### src/rtl/serial_add_pkg.sv
// Shared types and constants for the bit-serial adder controller.
package serial_add_pkg;

  typedef enum logic [1:0] {
    IDLE = 2'd0,
    RUN  = 2'd1,
    DONE = 2'd2
  } state_e;

  localparam int WIDTH_DEFAULT = 8;

endpackage

### src/rtl/serial_add_ctrl_fa.sv
// Half adder and full adder (two half adders) used as the serial
// adder's one-bit datapath.
module ha (
  input  logic a,
  input  logic b,
  output logic s,
  output logic c
);

  assign s = a ^ b;
  assign c = a & b;

endmodule

module fa (
  input  logic a,
  input  logic b,
  input  logic ci,
  output logic s,
  output logic co
);

  logic s1;
  logic c1;
  logic c2;

  ha u_ha0 (
    .a (a),
    .b (b),
    .s (s1),
    .c (c1)
  );

  ha u_ha1 (
    .a (s1),
    .b (ci),
    .s (s),
    .c (c2)
  );

  assign co = c1 | c2;

endmodule

### src/rtl/serial_add_ctrl.sv
// Bit-serial adder controller: one full adder, one bit per cycle, LSB first.
// Define SERIAL_ADD_OVF_EN to add the two's-complement overflow output ovf.
module serial_add_ctrl
  import serial_add_pkg::*;
#(
  parameter int WIDTH = WIDTH_DEFAULT
) (
  input  logic             clk,
  input  logic             rst_n,
  input  logic             in_valid,
  output logic             in_ready,
  input  logic [WIDTH-1:0] a,
  input  logic [WIDTH-1:0] b,
  input  logic             cin,
  output logic             out_valid,
  input  logic             out_ready,
  output logic [WIDTH-1:0] sum,
  output logic             cout,
  output logic             busy
`ifdef SERIAL_ADD_OVF_EN
  ,
  output logic             ovf
`endif
);

  localparam int CW = $clog2(WIDTH + 1);
  localparam logic [CW-1:0] LAST = CW'(WIDTH - 1);

  state_e state_q, state_d;
  logic [WIDTH-1:0] a_sh_q, a_sh_d;
  logic [WIDTH-1:0] b_sh_q, b_sh_d;
  logic [WIDTH-1:0] sum_sh_q, sum_sh_d;
  logic [CW-1:0] cnt_q, cnt_d;
  logic carry_q, carry_d;
  logic cout_q, cout_d;
  logic fa_s;
  logic fa_co;
`ifdef SERIAL_ADD_OVF_EN
  logic cmsb_q, cmsb_d;
`endif

  fa u_fa (
    .a  (a_sh_q[0]),
    .b  (b_sh_q[0]),
    .ci (carry_q),
    .s  (fa_s),
    .co (fa_co)
  );

  always_ff @(posedge clk or negedge rst_n) begin
    if (!rst_n) begin
      state_q  <= IDLE;
      a_sh_q   <= '0;
      b_sh_q   <= '0;
      sum_sh_q <= '0;
      cnt_q    <= '0;
      carry_q  <= 1'b0;
      cout_q   <= 1'b0;
`ifdef SERIAL_ADD_OVF_EN
      cmsb_q   <= 1'b0;
`endif
    end else begin
      state_q  <= state_d;
      a_sh_q   <= a_sh_d;
      b_sh_q   <= b_sh_d;
      sum_sh_q <= sum_sh_d;
      cnt_q    <= cnt_d;
      carry_q  <= carry_d;
      cout_q   <= cout_d;
`ifdef SERIAL_ADD_OVF_EN
      cmsb_q   <= cmsb_d;
`endif
    end
  end

  always_comb begin
    state_d  = state_q;
    a_sh_d   = a_sh_q;
    b_sh_d   = b_sh_q;
    sum_sh_d = sum_sh_q;
    cnt_d    = cnt_q;
    carry_d  = carry_q;
    cout_d   = cout_q;
`ifdef SERIAL_ADD_OVF_EN
    cmsb_d   = cmsb_q;
`endif
    unique case (state_q)
      IDLE: begin
        if (in_valid) begin
          a_sh_d  = a;
          b_sh_d  = b;
          carry_d = cin;
          cnt_d   = '0;
          state_d = RUN;
        end
      end
      RUN: begin
        // Shift form keeps WIDTH=1 legal (no [0:1] slice).
        sum_sh_d = (sum_sh_q >> 1) | (WIDTH'(fa_s) << (WIDTH - 1));
        carry_d  = fa_co;
        a_sh_d   = a_sh_q >> 1;
        b_sh_d   = b_sh_q >> 1;
        if (cnt_q == LAST) begin
          cout_d  = fa_co;
          state_d = DONE;
`ifdef SERIAL_ADD_OVF_EN
          cmsb_d  = carry_q;
`endif
        end else begin
          cnt_d = cnt_q + CW'(1);
        end
      end
      DONE: begin
        if (out_ready) state_d = IDLE;
      end
      default: state_d = IDLE;
    endcase
  end

  assign in_ready  = (state_q == IDLE);
  assign out_valid = (state_q == DONE);
  assign busy      = (state_q != IDLE);
  assign sum       = sum_sh_q;
  assign cout      = cout_q;
`ifdef SERIAL_ADD_OVF_EN
  assign ovf       = cmsb_q ^ cout_q;
`endif

endmodule

### config.mk
export PLATFORM = sky130hd
export DESIGN_NAME = serial_add_ctrl
export DESIGN_NICKNAME = d
export VERILOG_FILES = /design/src/rtl/serial_add_pkg.sv /design/src/rtl/serial_add_ctrl_fa.sv /design/src/rtl/serial_add_ctrl.sv
export SDC_FILE = /design/constraint.sdc
export NUM_CORES = 1
export LEC_CHECK = 0
export ABC_AREA = 1
export BUFFER_PORTS_ARGS = -buffer_cell sky130_fd_sc_hd__buf_2
export CAP_MARGIN = 0
export CORE_MARGIN = 4
export CORE_UTILIZATION = 31
export DETAILED_ROUTE_END_ITERATION = 7
export PLACE_DENSITY_LB_ADDON = 0.05
export RECOVER_POWER = 100
export SYNTH_ARGS = -nofsm -noshare
export SYNTH_HDL_FRONTEND = slang
export SYNTH_SLANG_ARGS = --single-unit
export TNS_END_PERCENT = 100
### constraint.sdc
create_clock -name clk -period 1.9 [get_ports clk]
set_clock_uncertainty 0.15 [all_clocks]
set_input_delay 0.095 -clock clk [delete_from_list [all_inputs] [get_ports clk]]
set_output_delay 0.095 -clock clk [all_outputs]
set_load 0.02 [all_outputs]
==> results.md <==
- Maximum single-stage delay on the critical path: 0.43 ns
- Post-route minimum period: 1.69 ns
- Library cell used as clock root buffer: clkbuf_8
- Tot Pwr: 3.13 mW
- Number of synthesized register bits: 32
- Crit Path Category: reg2reg
- Data required time of the worst path: 1.92 ns
- Stages on the worst setup path: 7
- Reg2reg end: cnt_q[0]
- Number of different library cells in the post-synthesis netlist: 23
- Overall fraction of global-route tracks in use: 11.7%
- Library cell contributing the largest single delay on the critical path: dfrtp_1
- Average via count per standard cell: 4.26
- Startpoint of the lowest-slack register-to-register path: state_q[1]
- Worst Max-Slew Pin Slew: 0.840 ns
- Leading cell type in the layout, fill and taps excluded: nand2_1
- Initial cell density of the core: 32.3%
- Aggregate routed wire length: roughly 3.3 mm
- Number of global-route vias before repair: 1,243
- Clock tree buffer depth: 2
- Share of async-settable or async-resettable flops after synthesis: 100%
- Initial detailed-routing violation count: 37
- Ratio of cells with drive above 1 in the final layout: 18.5%
- TritonCTS clock tree: built
- Critical path startpoint: state_q[1]
- Critical Path Sink Type: flip-flop
- Residual antenna-violating net count after detailed routing: 0
- Final period utilization: between 80% and 90%
- Clock-pin slew on the worst setup and hold paths: 0.07 ns
- Worst setup SP type: flip-flop
- Diode count: 0
- Via count: 1,279
- Commonest register cell after synthesis: dfrtp_1
- Cell area after synthesis: 1540 µm²
- Register area share after synthesis: 52.2%
- Class of the most critical hold timing path: in2reg
- VDD IR max: between 0.6 and 0.7 mV
- Number of buffers created by CTS: 5
- CP bufs+invs: 2
- Series of cell instances along the critical path: inv_1, nand2_4, nand2_1, clkbuf_2, nand2_4, nand2_1, o21ai_2
- Die ar.: 6140 µm²
- Critical path endpoint: cnt_q[0]
- Antenna violations before repair: 0
- Estimated wirelength of the detail-placed design: 2.24 mm
- Filler cell count: just over 500
- Warnings, synthesis: 0
- Maximum operating frequency: between 500 and 600 MHz
- Cell family with most CP delay: buffers and inverters
- Cell depth of the worst flop-to-flop path: 7
- Core Box Area: around 4800 µm²
- Critical Path Fanout Max: 21
- # Max-Cap Violations: 0
- Die extent in x: around 78 µm
- I/O pin cnt: 33
- Number of DRC violations after detailed routing: 0
- Area growth from synthesis to layout: 31.0%
- First-pass GRT wire length: ~5.6 mm
- Fin Hold WS: 0.0101 ns
- LEAKAGE: roughly 0.97 nW
- Count of flip-flops with a built-in enable after synthesis: 0
- Status: finished clean
- Number of search-and-repair iterations in the first detailed-routing pass: 4
- Worst slew margin relative to its limit: 44.0%
- Hold Fails Final Rpt: 0
- Sum Neg Setup Slack: 0 ns
- Post-layout instance count excluding filler cells: 300
- H-tree depth: 2
- Unrepaired setup endpoints after global routing: no
- Commonest cells after routing, fill and taps aside: nand2_1 (54), o21ai_0 (33), dfrtp_1 (32)
- Maximum number of pins on one net before global-route repair: 33
- Average wire per standard cell: 10.9 µm
- Final Net Count: between 200 and 300
- PwrDens: 1560 nW/µm²
- Arrival time of the worst setup path: 1.71 ns
- Pins Over Slew Limit: 0
- Synthesized Nets: 199
- Die Span Y: ~78 µm
- Total instance count after detailed placement: 272
- Clock sink count: 32
- Clock latency reported for the late side of the worst-skew pair: between 0.2 and 0.3 ns
- Setup violators final: 0
- Quantity of I/O buffers inserted on ports: 32
- Setup repair bufs after CTS: 0
- FF-to-FF setup slack: approximately 0.21 ns
- Avg Synthesized Cell Area: 8.72 µm²
- Placer congestion estimate: 0.734
- Placement row count: 25
- GRT Residual Overflow: 0
- Cell depth of the worst hold path: 5
- Gate count of the mapped netlist: 176
flip-flops by register name, summed over array words and instances (netlist names):
| signal | count |
|---|---|
| carry_q | 1 |
| cout | 1 |
| b_sh_q | 8 |
| a_sh_q | 8 |
| state_q | 2 |
| sum | 8 |
| cnt_q | 4 |
report_power, final:
group,switching (mW),internal [mW]
sequential,0.182,0.981
combinational,0.929,0.500
clock,0.251,0.289
total,1.36,1.77
stage by stage:
stage | util [%] | setup WS (ns) | cell area (µm²)
floorplan | - | 0.440 | 1540
global route | 42.3 | 0.0846 | 2010
finish | 42.3 | 0.207 | 2010
global placement | 36.9 | 0.411 | 1760
CTS | 43.1 | 0.255 | 2050
detailed placement | 36.9 | 0.369 | 1760
cells by family (layout without fill, tap and decap cells):
kind of cell / Yosys count / after routing / synth area share (%)
AO/OA/AOI/OAI: 39 / 39 / 13.6
adder cells (fa/ha/maj): 2 / 2 / 2.12
buffers and inverters: 29 / 86 / 8.80
flip-flops: 32 / 32 / 52.2
AND/OR/NAND/NOR: 74 / 74 / 23.3
routing by layer:
layer | GRT usage [%] | up-vias | wire (µm) | part of all wire (%)
met3 | 2.87 | 9 | 129 | 3.9
met2 | 19.0 | 23 | 1540 | 47
met5 | 0 | - | 0 | 0
met1 | 14.4 | 576 | 1540 | 47
met4 | 6.29 | 0 | 76 | 2.3
li1 | - | 671 | - | -
cell usage after synthesis (2+ instances only):
cell type	n	area, µm²
nand2_1	51	191
dfrtp_1	32	801
o21ai_0	29	145
inv_1	20	75.1
nand3_1	9	45.0
nand2_4	5	56.3
o21ai_1	4	20.0
buf_2	3	15.0
buf_4	3	22.5
o211ai_1	3	22.5
inv_2	2	7.51
nand2_2	2	12.5
nor2_1	2	7.51
nor2_4	2	22.5
worst min-delay path by stage:
stage	endpoint	from	slack, ns
after global placement	sum[3]	rst_n	0.05
after global routing	a_sh_q[2]	a[2]	0.04
final	a_sh_q[2]	a[2]	0.01
after CTS	a_sh_q[2]	a[2]	0.01
after detailed placement	sum[3]	rst_n	0.06
after floorplan	a_sh_q[0]	rst_n	-0.35
layout make-up:
| cell class | count | area, µm² | area share (%) |
|---|---|---|---|
| Sequential cell | 32 | 801 | 39.8 |
| Multi-Input combinational cell | 115 | 582 | 28.9 |
| Timing Repair Buffer | 56 | 369 | 18.4 |
| Tap cell | 67 | 83.8 | 4.17 |
| Clock buffer | 6 | 82.6 | 4.11 |
| Inverter | 22 | 82.6 | 4.11 |
| Clock inverter | 2 | 10.0 | 0.498 |
what timing repair did:
action                    CTS  global route
hold buffers               20             0
gates resized for setup     0             0
hold endpoints to repair   49             0
worst register-to-register path, cell delays in order (launching register included):
cell and delay (ns):
dfrtp_1 0.43, inv_1 0.15, nand2_4 0.16, nand2_1 0.13
clkbuf_2 0.33, nand2_4 0.10, nand2_1 0.09, o21ai_2 0.05
Power figures use the tool's default switching activity.
